### src/rtl/shift_add_mult_pipe_if.sv
// Operand/result bundle for the pipelined shift-add multiplier.
// Handshake: a transfer happens on a rising clk edge when valid & ready are both 1.
// The sender holds its payload stable while valid=1 and ready=0. Ready never depends on valid.
interface shift_add_mult_pipe_if #(
  parameter int N     = 8,
  parameter int M     = 4,
  parameter int TAG_W = 4
);
  logic               in_valid;
  logic               in_ready;
  logic [N-1:0]       in_a;
  logic [M-1:0]       in_b;
  logic               in_signed;
  logic [TAG_W-1:0]   in_tag;
  logic               out_valid;
  logic               out_ready;
  logic [N+M-1:0]     out_result;
  logic [TAG_W-1:0]   out_tag;
  logic               busy;

  modport master (
    output in_valid, in_a, in_b, in_signed, in_tag, out_ready,
    input  in_ready, out_valid, out_result, out_tag, busy
  );

  modport slave (
    input  in_valid, in_a, in_b, in_signed, in_tag, out_ready,
    output in_ready, out_valid, out_result, out_tag, busy
  );
endinterface

### src/rtl/shift_add_mult_pipe.sv
// M-stage shift-add multiplier, one multiplier bit per stage, signed or unsigned per operation.
// The pipeline stalls globally when the final stage holds a result that is not taken.
module shift_add_mult_pipe #(
  parameter int N     = 8,
  parameter int M     = 4,
  parameter int TAG_W = 4
) (
  input logic                   clk,
  input logic                   rstn,
  shift_add_mult_pipe_if.slave  bus
);
  localparam int W = N + M;

  logic [M-1:0]              valid_q, valid_d;
  logic [M-1:0][W-1:0]       acc_q,   acc_d;
  logic [M-1:0][W-1:0]       mcand_q, mcand_d;
  logic [M-1:0][M-1:0]       mplier_q, mplier_d;
  logic [M-1:0]              sgn_q,   sgn_d;
  logic [M-1:0][TAG_W-1:0]   tag_q,   tag_d;
  logic                      stall;
  logic [W-1:0]              pp;

  always_comb begin
    stall    = valid_q[M-1] & ~bus.out_ready;
    valid_d  = '0;
    acc_d    = '0;
    mcand_d  = '0;
    mplier_d = '0;
    sgn_d    = '0;
    tag_d    = '0;
    pp       = '0;

    // Entry stage; the register only loads when not stalled, so this is the accept.
    if (bus.in_valid) begin
      valid_d[0]  = 1'b1;
      mcand_d[0]  = bus.in_signed ? {{M{bus.in_a[N-1]}}, bus.in_a} : {{M{1'b0}}, bus.in_a};
      mplier_d[0] = bus.in_b;
      sgn_d[0]    = bus.in_signed;
      tag_d[0]    = bus.in_tag;
      acc_d[0]    = bus.in_b[0] ? mcand_d[0] : '0;
    end

    for (int k = 1; k < M; k++) begin
      if (valid_q[k-1]) begin
        valid_d[k]  = 1'b1;
        mcand_d[k]  = mcand_q[k-1] << 1;
        mplier_d[k] = mplier_q[k-1] >> 1;
        sgn_d[k]    = sgn_q[k-1];
        tag_d[k]    = tag_q[k-1];
        pp          = mplier_d[k][0] ? mcand_d[k] : '0;
        // The multiplier MSB carries weight -2^(M-1) in two's complement.
        if (k == M-1 && sgn_q[k-1]) acc_d[k] = acc_q[k-1] - pp;
        else                        acc_d[k] = acc_q[k-1] + pp;
      end
    end
  end

  always_ff @(posedge clk or negedge rstn) begin
    if (!rstn) begin
      valid_q  <= '0;
      acc_q    <= '0;
      mcand_q  <= '0;
      mplier_q <= '0;
      sgn_q    <= '0;
      tag_q    <= '0;
    end else if (!stall) begin
      valid_q  <= valid_d;
      acc_q    <= acc_d;
      mcand_q  <= mcand_d;
      mplier_q <= mplier_d;
      sgn_q    <= sgn_d;
      tag_q    <= tag_d;
    end
  end

  assign bus.in_ready   = ~stall;
  assign bus.out_valid  = valid_q[M-1];
  assign bus.out_result = acc_q[M-1];
  assign bus.out_tag    = tag_q[M-1];
  assign bus.busy       = |valid_q;
endmodule

### src/flat_wrapper.sv
// flat-port wrapper written by rule: the top's interface ports become plain ports
module shift_add_mult_pipe_flat 
#(
  parameter int N     = 8,
  parameter int M     = 4,
  parameter int TAG_W = 4
)
  (clk, rstn, bus_in_valid, bus_in_a, bus_in_b, bus_in_signed, bus_in_tag, bus_out_ready, bus_in_ready, bus_out_valid, bus_out_result, bus_out_tag, bus_busy);
  shift_add_mult_pipe_if #(.N(N), .M(M), .TAG_W(TAG_W)) bus_i ();
  input logic clk;
  input logic rstn;
  input wire logic [$bits(bus_i.in_valid)-1:0] bus_in_valid;
  input wire logic [$bits(bus_i.in_a)-1:0] bus_in_a;
  input wire logic [$bits(bus_i.in_b)-1:0] bus_in_b;
  input wire logic [$bits(bus_i.in_signed)-1:0] bus_in_signed;
  input wire logic [$bits(bus_i.in_tag)-1:0] bus_in_tag;
  input wire logic [$bits(bus_i.out_ready)-1:0] bus_out_ready;
  output wire logic [$bits(bus_i.in_ready)-1:0] bus_in_ready;
  output wire logic [$bits(bus_i.out_valid)-1:0] bus_out_valid;
  output wire logic [$bits(bus_i.out_result)-1:0] bus_out_result;
  output wire logic [$bits(bus_i.out_tag)-1:0] bus_out_tag;
  output wire logic [$bits(bus_i.busy)-1:0] bus_busy;
  assign bus_i.in_valid = bus_in_valid;
  assign bus_i.in_a = bus_in_a;
  assign bus_i.in_b = bus_in_b;
  assign bus_i.in_signed = bus_in_signed;
  assign bus_i.in_tag = bus_in_tag;
  assign bus_i.out_ready = bus_out_ready;
  assign bus_in_ready = bus_i.in_ready;
  assign bus_out_valid = bus_i.out_valid;
  assign bus_out_result = bus_i.out_result;
  assign bus_out_tag = bus_i.out_tag;
  assign bus_busy = bus_i.busy;
  shift_add_mult_pipe #(.N(N), .M(M), .TAG_W(TAG_W)) u_core (.clk(clk), .rstn(rstn), .bus(bus_i));
endmodule
### config.mk
export PLATFORM = sky130hd
export DESIGN_NAME = shift_add_mult_pipe_flat
export DESIGN_NICKNAME = d
export VERILOG_FILES = /design/src/rtl/shift_add_mult_pipe_if.sv /design/src/rtl/shift_add_mult_pipe.sv /design/src/flat_wrapper.sv
export SDC_FILE = /design/constraint.sdc
export NUM_CORES = 1
export LEC_CHECK = 0
export BUFFER_PORTS_ARGS = -buffer_cell sky130_fd_sc_hd__buf_4
export CORE_MARGIN = 4
export CORE_UTILIZATION = 52
export DETAILED_ROUTE_END_ITERATION = 12
export PLACE_DENSITY_LB_ADDON = 0.25
export SETUP_SLACK_MARGIN = 0.02
export SYNTH_ARGS = -nofsm -noshare
export SYNTH_HDL_FRONTEND = slang
export SYNTH_SLANG_ARGS = --single-unit
### constraint.sdc
create_clock -name clk -period 3.2 [get_ports clk]
set_input_delay 0.48 -clock clk [delete_from_list [all_inputs] [get_ports clk]]
set_output_delay 0.48 -clock clk [all_outputs]
set_load 0.005 [all_outputs]
---- Word-level counts from Yosys, hierarchy flattened ----
Index checks and enable logic that the tools add are counted.
storage, ports and cells
  flip-flop bits (word level) ............. 113
  latch bits .............................. 0
  RAM bits ................................ 0
  ROM bits ................................ 0
  input port bits ......................... 21
  output and inout bits ................... 19
  word-level logic and storage cells ...... 51
  memories ................................ 0
cells by class
  $add $sub $neg .......................... 4
  $mul .................................... 0
  div/mod/pow operators ................... 0
  $lt $le $gt $ge ......................... 0
  eq/ne operators ......................... 0
  shift operators ......................... 0
  multiplexer cells ....................... 27
  bitwise operators ....................... 3
  reduce and logical (&&, ||, !) cells .... 1
operators by type and width
  kind                number
  12-bit 2-to-1 mux   10
  12-bit adder        3
  11-bit 2-to-1 mux   3
  4-bit 2-to-1 mux    5
  12-bit subtractor   1
  1-bit 2-to-1 mux    7
  4-bit OR reduction  1
  3-bit 2-to-1 mux    1
  2-bit 2-to-1 mux    1
  1-bit NOT           2
  1-bit AND           1

---- Longest topological paths before layout ----
Gate-level depths: netlist of run 1.
  depth in word-level cells ............... 4
  mapped depth ............................ 14
  gate-level depth less buffers ........... 12

---- Worst setup path before layout of run 1 ----
No wires, ideal clock.
  path kind ............................... register to register
  from .................................... register u_core.mplier_q[9] in the netlist's numbering
  to ...................................... register u_core.acc_q, in the netlist u_core.bus.out_result[11]
  library setup time ...................... 0.076 ns
  arrival ................................. 2.894 ns
  data required time ...................... 3.124 ns
  slack ................................... 0.230 ns
  cell stages (with the launch flop) ...... 14
  buffers on the path ..................... 2
  cells stage by stage .................... dfrtp_1 clkbuf_1 buf_1 nand2_1 ha_1 nor2_1 xor2_1 ha_1 or3_1 o22a_1 a31oi_1 a21oi_1 xor2_1 o21ai_1
between the ends
  cells in the longest elaborated chain, start to end .. 4
  elaborated cells between the ends (all ways) .. 5
RTL lines
  item                                                      RTL line                                              RTL
  start, declared                                           shift_add_mult_pipe.sv:17                             logic [M-1:0][M-1:0] mplier_q, mplier_d;
  start signal, assigned                                    shift_add_mult_pipe.sv:70                             mplier_q <= mplier_d;
  12-bit 2-to-1 mux *                                       shift_add_mult_pipe.sv:50                             pp = mplier_d[k][0] ? mcand_d[k] : '0;
  12-bit adder / 12-bit subtractor (equally long branches)  shift_add_mult_pipe.sv:53, shift_add_mult_pipe.sv:52
  12-bit 2-to-1 mux *                                       shift_add_mult_pipe.sv:52                             if (k == M-1 && sgn_q[k-1]) acc_d[k] = acc_q[k-1] - pp;
  12-bit 2-to-1 mux *                                       shift_add_mult_pipe.sv:44                             if (valid_q[k-1]) begin
  end signal, assigned                                      shift_add_mult_pipe.sv:61                             acc_q <= '0;
  end signal, assigned                                      shift_add_mult_pipe.sv:68                             acc_q <= acc_d;
  end, declared                                             shift_add_mult_pipe.sv:15                             logic [M-1:0][W-1:0] acc_q, acc_d;
Every way passes the cells marked *; elsewhere a longest branch is shown, timed or not.
A chain may end at the register's enable or synchronous reset.

---- Worst setup path after layout of run 1 ----
  from .................................... register u_core.mplier_q[9] in the netlist's numbering
  to ...................................... register u_core.acc_q, in the netlist u_core.bus.out_result[10]
The elaborated chain is that of the path after synthesis.

==> key figures, run 1 <==
Floorplanning
  – Die width: around 110 µm
  – Core Area: 0.00991 mm²
  – Initial Utilization: 0.539
  – Die Y: about 110 µm
  – Die area: around 0.012 mm²
  – Core Rows: 36
  – I/O pins: 40

Cells and area
  – Fill cell count: 909
  – Share of cells above drive strength 1: 0.114
  – Area Overhead vs Synth: 9.69%
  – Storage cell area: 0.00253 mm²
  – Area of the multi-input gates: between 0.002 and 0.003 mm²
  – ANT cells: 0
  – Final #Nets: 657

Setup path
  – CP max stage delay: 0.52 ns
  – CP endpoint kind: register
  – Reg2reg setup slack: 0.31 ns
  – Reg2reg start: u_core.mplier_q[9]
  – Worst R2R End: u_core.bus.out_result[10]
  – WP buf/inv: 0
  – Most frequent CP cell: ha_1
  – Type of origin of the critical path: register
  – CP max-delay cell: dfrtp_1
  – Critical-path maximum fanout: 11
  – CP Class: reg2reg
  – FF-to-FF path depth: 11
  – Critical Path AT: approximately 3.1 ns
  – CP delay by family, top: simple AND/OR/NAND/NOR gates
  – CP Data Required Time: 3.44 ns
  – CP cell instances: nand2_1 -> ha_1 -> nor2_1 -> xor2_1 -> ha_1 -> or3_1 -> o22a_1 -> a31oi_1 -> o21bai_1 -> xnor2_1 -> o21ai_0

Clock network
  – Num CTS Buffers: 9
  – CTS tree: yes
  – CTS Hold Bufs: 0
  – Worst-Skew Late Latency: 0.36 ns
  – Clock slew at reported path FFs: 0.09 ns
  – Post-CTS sizing: 0
  – Htree depth: 3
  – Setup bufs post-CTS: 0
  – Max Root-Sink Buffers: 2
  – CTS Root Cell: clkbuf_8
  – Clock sink total: approximately 100

Synthesis
  – Post-synthesis sequential area ratio: 0.473
  – Post-synth top area share: 0.473
  – Seq cells post-synth: 101
  – Mux share of post-synthesis cell area: 0.00562
  – Compound-Gate Fraction of Synth Area: 0.110
  – Most used DFF post-synth: dfrtp_1
  – Netlist cell types: 50
  – Syn Std Cell Area: around 0.0053 mm²
  – Top post-synthesis cells by area: dfrtp_1 47%, nand2_1 11%, ha_1 6.3%
  – Synth Area in Adders: 0.0707
  – Ys Warns: 0
  – Most common cell in the netlist: nand2_1
  – Top cells by instance count after synthesis: 162 x nand2_1, 101 x dfrtp_1, 62 x nand3_1, 27 x ha_1, 27 x o21ai_0
  – EDFF count, synth: 0
  – Post-synthesis simple-gate area fraction: 0.248
  – Cells after synthesis: 595
  – Synth async-reset ratio: 1.00
  – Synth Area per Inst: roughly 9 µm²
  – Synth Area in XOR/XNOR: 0.0377
  – Syn Nets: 645
  – Largest family of logic cells by synthesized area: simple AND/OR/NAND/NOR gates
  – Yosys top cell by area: dfrtp_1

Flow run
  – Maxcap violations: 0

Global routing
  – Remaining Overflow, GRT: 0
  – Pin count of the biggest net entering global routing: 71
  – Vias in the first global route: 3,928
  – Initial antenna violation count: 0
  – GR Util All Layers: 0.193
  – First-pass GRT wire length: 18,500 µm

Timing
  – # setup viols final: 0
  – Min cycle time layout: ~2.9 ns
  – RSZ-0062 raised after global routing: no
  – Max-slew violations: 0
  – Clock skew: 0.0132 ns
  – Final Cycle Share: 0.902
  – Peak Freq: 347 MHz
  – Final hold violation count: 0
  – Setup TNS: 0 ns
  – Slew HR: 0.538
  – Slew @ Worst Pin: about 0.69 ns

Power
  – LEAKAGE: 0.00303 µW
  – Clock share of power: 0.237
  – Switching power: 1320 µW
  – Internal: 2430 µW
  – Tot Pwr: 3760 µW
  – Gate power share: 0.299
  – Sw Ratio: 0.352
  – Peak supply drop: about 0.36 mV
  – Sequential power share: 0.464
  – Power Density: 641 mW/mm²

Detailed routing
  – Routed Antenna Nets: 0
  – Drt total wl: about 10,000 µm
  – Vias post-DR: 3,972
  – WL/cell: around 14 µm
  – DRC Markers: 0
  – First-pass detailed-route iteration total: 4
  – Vias per cell: roughly 5.3
  – Initial DRC count: 212

Placement
  – Port Buffers: 39
  – DP HPWL: approximately 7800 µm
  – Routability cong.: 0.885

Worst hold path
  – Worst Hold Class: in2async

Outcome
  – Status: finished, final reports clean
power groups by stage:
stage,clock network [µW],logic [µW],registers (µW)
6_report,888,1120,1740
5_1_grt,964,1280,1790
4_1_cts,916,1140,1750
3_5_place_dp,0,1140,1770
3_3_place_gp,0,1110,1760
2_1_floorplan,0,918,1660
area by class of cell:
cell class | count | share of cell area
Clock buffer | 10 | 0.0218
Clock inverter | 6 | 0.0162
Inverter | 14 | 0.00896
Multi-Input combinational cell | 433 | 0.432
Sequential cell | 101 | 0.431
Tap cell | 133 | 0.0284
Timing Repair Buffer | 48 | 0.0615
cells by family after synthesis:
group | count (synthesis)
DFF | 101
adders and majority gates | 29
buffers and inverters | 61
AOI/OAI and AO/OA | 88
and+or+nand+nor | 290
xor gates and xnor gates | 23
muxes | 3
placed cells by master (no fill, tap or decap), drive strengths merged, types with 2 or more instances in the layout:
cell type  netlist  layout
ha              27      27
o211ai           4       4
xor2            13      13
a21o             6       6
clkinvlp         0       2
and3             3       3
o31ai            5       5
o21a             5       5
a32o             2       2
fa               2       2
bufinv           0       2
and2            19      19
or3              2       2
nor4             2       2
a211oi           2       2
a21boi           2       2
nor2            15      15
buf             33      48
dfrtp          101     101
clkbuf          14      10
xnor2           10      10
o41ai            4       4
a22o             8       8
nor2b            8       8
nand4            2       2
o21ai           29      29
inv             14      16
mux2i            3       3
nor3b            3       3
a21oi           12      12
nand2          162     162
nor3             4       4
a31oi            3       3
nand3           62      62
nand2b           4       4
worst max path at each step:
stage	start	to	slack, ns	depth (start not counted)
floorplan	u_core.mplier_q[9]	u_core.bus.out_result[11]	0.23	13
detailed placement	u_core.mplier_q[9]	u_core.bus.out_result[10]	0.33	11
CTS	u_core.mplier_q[9]	u_core.bus.out_result[11]	0.30	11
finish	u_core.mplier_q[9]	u_core.bus.out_result[10]	0.31	11
global route	u_core.mplier_q[9]	u_core.bus.out_result[11]	0.04	11
global placement	u_core.mplier_q[9]	u_core.bus.out_result[11]	0.44	11
through the flow:
| step | worst slack, ns | utilization | instances | hold WS (ns) | area, µm² |
|---|---|---|---|---|---|
| after floorplan | 0.230 | - | 595 | 0.184 | 5350 |
| after global placement | 0.438 | 0.569 | 729 | 0.450 | 5640 |
| after detailed placement | 0.325 | 0.569 | 729 | 0.456 | 5640 |
| after CTS | 0.300 | 0.592 | 745 | 0.144 | 5860 |
| after global routing | 0.0449 | 0.592 | 745 | 0.166 | 5860 |
| final | 0.315 | 0.592 | 745 | 0.139 | 5860 |
worst register-to-register path: stages (launching register included):
cell and delay [ns]:
dfrtp_1 0.52, nand2_1 0.13, ha_1 0.27, nor2_1 0.29, xor2_1 0.13, ha_1 0.22
or3_1 0.35, o22a_1 0.21, a31oi_1 0.30, o21bai_1 0.13, xnor2_1 0.15, o21ai_0 0.09
metal layers:
layer  track usage  part of all wire  vias to the layer above
li1              -                 -                     2020
met1         0.262              0.47                     1892
met2         0.325              0.48                       54
met3        0.0305             0.034                        6
met4        0.0516            0.0095                        0
met5             0                 0                        -
registers in the layout, summed over array words and instances (netlist names):
signal and count:
u_core.mcand_q 27, u_core.valid_q 4, u_core.acc_q 33, u_core.bus.out_result 12, u_core.tag_q 12, u_core.mplier_q 6
u_core.bus.out_tag 4, u_core.sgn_q 3
Note: power is estimated with default switching activity, not from simulation.
==> run 2: changes to the inputs <==
- CORE_MARGIN: 4 -> not set
- CORE_UTILIZATION: 52 -> 55
==> run 2 against run 1 <==
Against the previous run:
- cell count is 0.67% lower
- flip-flop and latch count stayed put
- highest routed layer unchanged
- first-iteration DRC count is 6.6% lower
==> key figures, run 2 (synthesized netlist as in run 1, its figures left out) <==
Outcome
  – Status: finished, final reports clean

Timing
  – Worst setup margin: 0.442 ns (+0.128 ns)
  – Final hold violation count: 0 (unchanged)
  – Final Cycle Share: 0.862 (-0.0398)
  – Min cycle time layout: 2.76 ns (-0.128 ns)
  – Max-slew violations: 0 (unchanged)
  – # setup viols final: 0 (unchanged)
  – Clock skew: 0.0105 ns (-0.00272 ns)
  – Peak Freq: 363 MHz (+4.6%)
  – Slew @ Worst Pin: 1.02 ns (+0.323 ns)
  – Slew HR: 0.322 (-0.216)
  – Setup TNS: 0 ns (unchanged)
  – RSZ-0062 raised after global routing: no

Setup path
  – CP max-delay cell: dfrtp_1
  – CP max stage delay: 0.40 ns (-0.12 ns)
  – Reg2reg setup slack: 0.44 ns (+0.13 ns)
  – CP cell instances: nand2_1 -> ha_1 -> nor2_1 -> xor2_1 -> ha_1 -> or3_1 -> o22a_1 -> a31oi_1 -> o21bai_1 -> xnor2_1 -> o21ai_0
  – Type of origin of the critical path: register
  – Critical-path maximum fanout: 6 (-5)
  – CP Data Required Time: 3.44 ns (about the same)
  – CP endpoint kind: register
  – Most frequent CP cell: ha_1
  – Critical Path AT: 3.00 ns (-0.12 ns)
  – CP delay by family, top: compound AO/OA/AOI/OAI gates
  – WP buf/inv: 0 (unchanged)
  – CP Class: reg2reg

Global routing
  – Pin count of the biggest net entering global routing: 104 (+46%)
  – Initial antenna violation count: 0 (unchanged)
  – Vias in the first global route: 3,859 (-1.8%)
  – Remaining Overflow, GRT: 0 (unchanged)
  – GR Util All Layers: 0.231 (+0.0374)
  – First-pass GRT wire length: 18,100 µm (-1.8%)

Cells and area
  – Area Overhead vs Synth: 9.88%
  – Share of cells above drive strength 1: 0.115 (+0.000187)
  – ANT cells: 0 (unchanged)
  – Largest register FFs: 33 (unchanged)
  – Top Registers: u_core.acc_q (33), u_core.mcand_q (27)
  – Fin cells: 740 (-0.67%)
  – Area of the multi-input gates: 0.00253 mm² (unchanged)
  – Storage cell area: 0.00253 mm² (unchanged)
  – Most frequent cells in the layout: 162 x nand2_1, 101 x dfrtp_1, 62 x nand3_1
  – Top reg by flops: u_core.acc_q
  – Most common cell after layout, fill and taps aside: nand2_1
  – Utilization after layout: 0.630 (+0.0380)
  – Final #Nets: 656 (-0.15%)
  – Fill cell count: 813 (-11%)

Floorplanning
  – Core Rows: 35 (-2.8%)
  – I/O pins: 40 (unchanged)
  – Initial Utilization: 0.573 (+0.0336)
  – Core Area: 0.00933 mm² (-5.9%)
  – Die Y: 101 µm (-8.0%)
  – Die width: 101 µm (-8.0%)
  – Die area: 0.0101 mm² (-15%)

Clock network
  – Clock slew at reported path FFs: 0.10 ns (about the same)
  – Num CTS Buffers: 9 (unchanged)
  – CTS Root Cell: clkbuf_8
  – CTS Hold Bufs: 0 (unchanged)
  – Post-CTS sizing: 0 (unchanged)
  – Worst-Skew Late Latency: 0.36 ns (about the same)
  – Setup bufs post-CTS: 0 (unchanged)
  – Max Root-Sink Buffers: 2 (unchanged)
  – Htree depth: 3 (unchanged)
  – Clock sink total: 101 (unchanged)
  – CTS tree: yes

Flow run
  – Maxcap violations: 0 (unchanged)

Placement
  – DP HPWL: 7540 µm (-3.2%)
  – DP Worst Slack: 0.484 ns (+0.159 ns)
  – Routability cong.: 0.800 (-9.6%)
  – Post-placement cell count: 724 (-0.69%)
  – Port Buffers: 39 (unchanged)

Power
  – LEAKAGE: 0.00305 µW (+0.35%)
  – Power Density: 647 mW/mm² (+1.1%)
  – Tot Pwr: 3800 µW (+1.3%)
  – Peak supply drop: 0.329 mV (-8.9%)

Detailed routing
  – Vias per cell: 5.42 (+1.6%)
  – Vias post-DR: 4,010 (+0.96%)
  – Initial DRC count: 198 (-6.6%)
  – WL/cell: 14.1 µm (+0.71%)
  – First-pass detailed-route iteration total: 4 (unchanged)
  – DRC Markers: 0 (unchanged)
  – Routed Antenna Nets: 0 (unchanged)
  – Drt total wl: 10,500 µm (about the same)

Worst hold path
  – Worst Hold Class: in2async
[run 2: cell types whose count changed in the layout (fill, tap and decap cells not counted), sizes merged]
cell / previous run / this run
clkinv: 0 / 1
clkbuf: 10 / 11
buf: 48 / 47
clkinvlp: 2 / 1
inv: 16 / 15
[run 2: worst paths after layout]
check | to | cells after the start | start
max in group asynchronous | u_core.acc_q[17] | 2 | rstn
worst min register to register | u_core.bus.out_tag[3] | 2 | u_core.bus.out_tag[3]
worst max register to register | u_core.bus.out_result[10] | 11 | u_core.mplier_q[9]
worst min-delay path | u_core.bus.out_result[10] | 1 | rstn
worst max-delay path | u_core.bus.out_result[10] | 11 | u_core.mplier_q[9]
min in group clk | u_core.acc_q[2] | 3 | bus_in_a[2]
[run 2: layer usage]
layer	wire length, µm	share of wire	global-route usage
met2	5120	0.49	0.383
met5	0	0	0
met4	95	0.0091	0.0524
met1	4920	0.47	0.314
met3	334	0.032	0.0472
[run 2: metrics by stage]
step	area, µm²	hold slack (ns)
after floorplan	5350	0.184
after global placement	5640	0.450
after detailed placement	5640	0.455
after CTS	5870	0.209
after global routing	5870	0.254
final	5870	0.194
[run 2: power by group]
group,internal [µW],switching (µW)
logic,480,679
registers,1510,218
clock network,485,431
total,2470,1330
[run 2: layout make-up]
cell class	instances	area share
clock buffers	11	0.0258
clock inverters	5	0.0138
inverters	14	0.00895
multi-input cells	433	0.431
flip-flops and latches	101	0.430
well taps	129	0.0275
repair buffers	47	0.0622
==> run 3: changes to the inputs <==
- CORE_UTILIZATION: 55 -> 60
- clock period: 3.2 -> 2.6 ns (I/O delays scaled with it)
==> run 3 against run 2 <==
Against the previous run:
- design area up 0.47%
- cell count down 2.0%
- total power is 20% higher
- wire length is 0.62% lower
- maximum frequency is 9.1% higher
- combinational power grew 29%
- global-route usage rose by 1.1 points
- flip-flop and latch count stayed put
- sequential power increased by 22%
- clock skew grew 0.0012 ns
- non-clock buffer count rose by 6
- critical endpoint is now u_core.bus.out_result[11]
- largest power group unchanged
- highest routed layer unchanged
==> key figures, run 3 (synthesized netlist as in run 1, its figures left out) <==
Outcome
  – Status: finished, final reports clean

Detailed routing
  – Vias per cell: 5.58 (+3.0%)
  – WL/cell: 14.3 µm (+1.4%)
  – First-pass detailed-route iteration total: 4 (unchanged)
  – DRC Markers: 0 (unchanged)
  – Drt total wl: 10,400 µm (-0.62%)
  – Vias post-DR: 4,046 (+0.90%)
  – Initial DRC count: 188 (-5.1%)
  – Routed Antenna Nets: 0 (unchanged)

Cells and area
  – Fill cell count: 728 (-10%)
  – Most common cell after layout, fill and taps aside: nand2_1
  – Fin cells: 725 (-2.0%)
  – Largest register FFs: 33 (unchanged)
  – Area Overhead vs Synth: 10.4%
  – Share of cells above drive strength 1: 0.131 (+0.0167)
  – ANT cells: 0 (unchanged)
  – Top Registers: u_core.acc_q (33), u_core.mcand_q (27)
  – Final #Nets: 662 (+0.91%)
  – Utilization after layout: 0.680 (+0.0503)
  – Most frequent cells in the layout: 162 x nand2_1, 100 x dfrtp_1, 62 x nand3_1
  – Top reg by flops: u_core.acc_q

Timing
  – Min cycle time layout: 2.53 ns (-0.231 ns)
  – Clock skew: 0.0117 ns (+0.00121 ns)
  – Slew @ Worst Pin: 0.499 ns (-0.518 ns)
  – # setup viols final: 0 (unchanged)
  – Setup TNS: 0 ns (unchanged)
  – Slew HR: 0.667 (+0.345)
  – Final hold violation count: 0 (unchanged)
  – Peak Freq: 396 MHz (+9.1%)
  – Final Cycle Share: 0.972 (+0.110)
  – Max-slew violations: 0 (unchanged)

Floorplanning
  – Initial Utilization: 0.616 (+0.0429)
  – I/O pins: 40 (unchanged)
  – Core Rows: 34 (-2.9%)
  – Core Area: 0.00868 mm² (-7.0%)
  – Die area: 0.00929 mm² (-8.2%)
  – Die Y: 96.4 µm (-4.2%)
  – Die width: 96.4 µm (-4.2%)

Clock network
  – Num CTS Buffers: 9 (unchanged)
  – Clock slew at reported path FFs: 0.10 ns (about the same)
  – Max Root-Sink Buffers: 2 (unchanged)
  – Clock sink total: 101 (unchanged)
  – Worst-Skew Late Latency: 0.37 ns (about the same)
  – Htree depth: 3 (unchanged)
  – CTS tree: yes
  – CTS Root Cell: clkbuf_8

Setup path
  – CP Data Required Time: 2.90 ns (-0.54 ns)
  – CP endpoint kind: register
  – Critical Path AT: 2.82 ns (-0.18 ns)
  – Reg2reg start: u_core.mcand_q[28]
  – CP Class: reg2reg
  – CP Launch Point: u_core.mcand_q[28]
  – Type of origin of the critical path: register
  – Critical-path maximum fanout: 5 (-1)

Flow run
  – Maxcap violations: 0 (unchanged)

Global routing
  – Initial antenna violation count: 0 (unchanged)
  – Remaining Overflow, GRT: 0 (unchanged)
  – Pin count of the biggest net entering global routing: 104 (unchanged)
  – First-pass GRT wire length: 17,200 µm (-5.2%)
  – GR Util All Layers: 0.242 (+0.0108)
  – Vias in the first global route: 3,778 (-2.1%)

Placement
  – Routability cong.: 0.848 (+6.0%)
  – Post-placement cell count: 707 (-2.3%)
  – DP HPWL: 7480 µm (-0.82%)
  – Port Buffers: 39 (unchanged)

Power
  – Peak supply drop: 0.462 mV (+40%)
  – LEAKAGE: 0.00307 µW (+0.85%)
  – Power Density: 776 mW/mm² (+20%)

Worst hold path
  – Hold path startpoint: bus_in_a[2]
  – Worst Hold Class: in2reg
## run 3: power by group
| group | internal [µW] | leakage, µW | switching, µW |
|---|---|---|---|
| Sequential | 1860 | 0.00136 | 254 |
| Combinational | 640 | 0.00161 | 861 |
| Clock | 374 | 0.0000995 | 592 |
| Total | 2870 | 0.00307 | 1710 |
## run 3: through the flow
stage	hold slack [ns]	cell area, µm²	setup WS [ns]	power [µW]
global route	0.230	5900	-0.0673	4900
floorplan	0.0944	5360	0.0291	3190
finish	0.242	5900	0.0734	4580
CTS	0.226	5860	0.0983	4580
detailed placement	0.372	5670	0.115	3620
global placement	0.374	5670	0.201	3570
## run 3: worst paths after layout
kind | endpoint | slack (ns) | cells after the start
worst max register to register | u_core.bus.out_result[11] | 0.07 | 11
max in group asynchronous | u_core.mplier_q[5] | 1.37 | 3
worst min-delay path | u_core.acc_q[2] | 0.24 | 3
min in group asynchronous | u_core.bus.out_result[7] | 0.51 | 2
worst min register to register | u_core.tag_q[4] | 0.48 | 2
worst max-delay path | u_core.bus.out_result[11] | 0.07 | 11
## run 3: what timing repair did
item / CTS / global route
resized for setup: 0 / 6
endpoints found under the hold margin: 33 / 0
hold buffers: 1 / 0
endpoints found under the setup margin: 0 / 5
setup buffers: 0 / 1
## run 3: cell type report
type | count | area, µm² | area share
Inverter | 14 | 52.6 | 0.00891
Clock buffer | 9 | 124 | 0.0210
Sequential cell | 101 | 2530 | 0.429
Timing Repair Buffer | 53 | 425 | 0.0721
Clock inverter | 7 | 65.1 | 0.0110
Tap cell | 108 | 135 | 0.0229
Multi-Input combinational cell | 433 | 2570 | 0.436
## run 3: per-layer routing
layer | global-route usage | wire [µm]
met3 | 0.0368 | 319
met5 | 0 | 0
met1 | 0.325 | 4850
met2 | 0.402 | 5090
met4 | 0.0809 | 146
## run 3: worst max-delay path: stages (launching register included)
cell     delay (ns)
dfrtp_1        0.46
nor3_1         0.31
nor3b_2        0.27
nor2_1         0.07
xor2_1         0.16
nand2_1        0.08
ha_1           0.35
a21o_1         0.21
a31oi_4        0.18
a21oi_1        0.10
xor2_1         0.15
o21ai_1        0.11
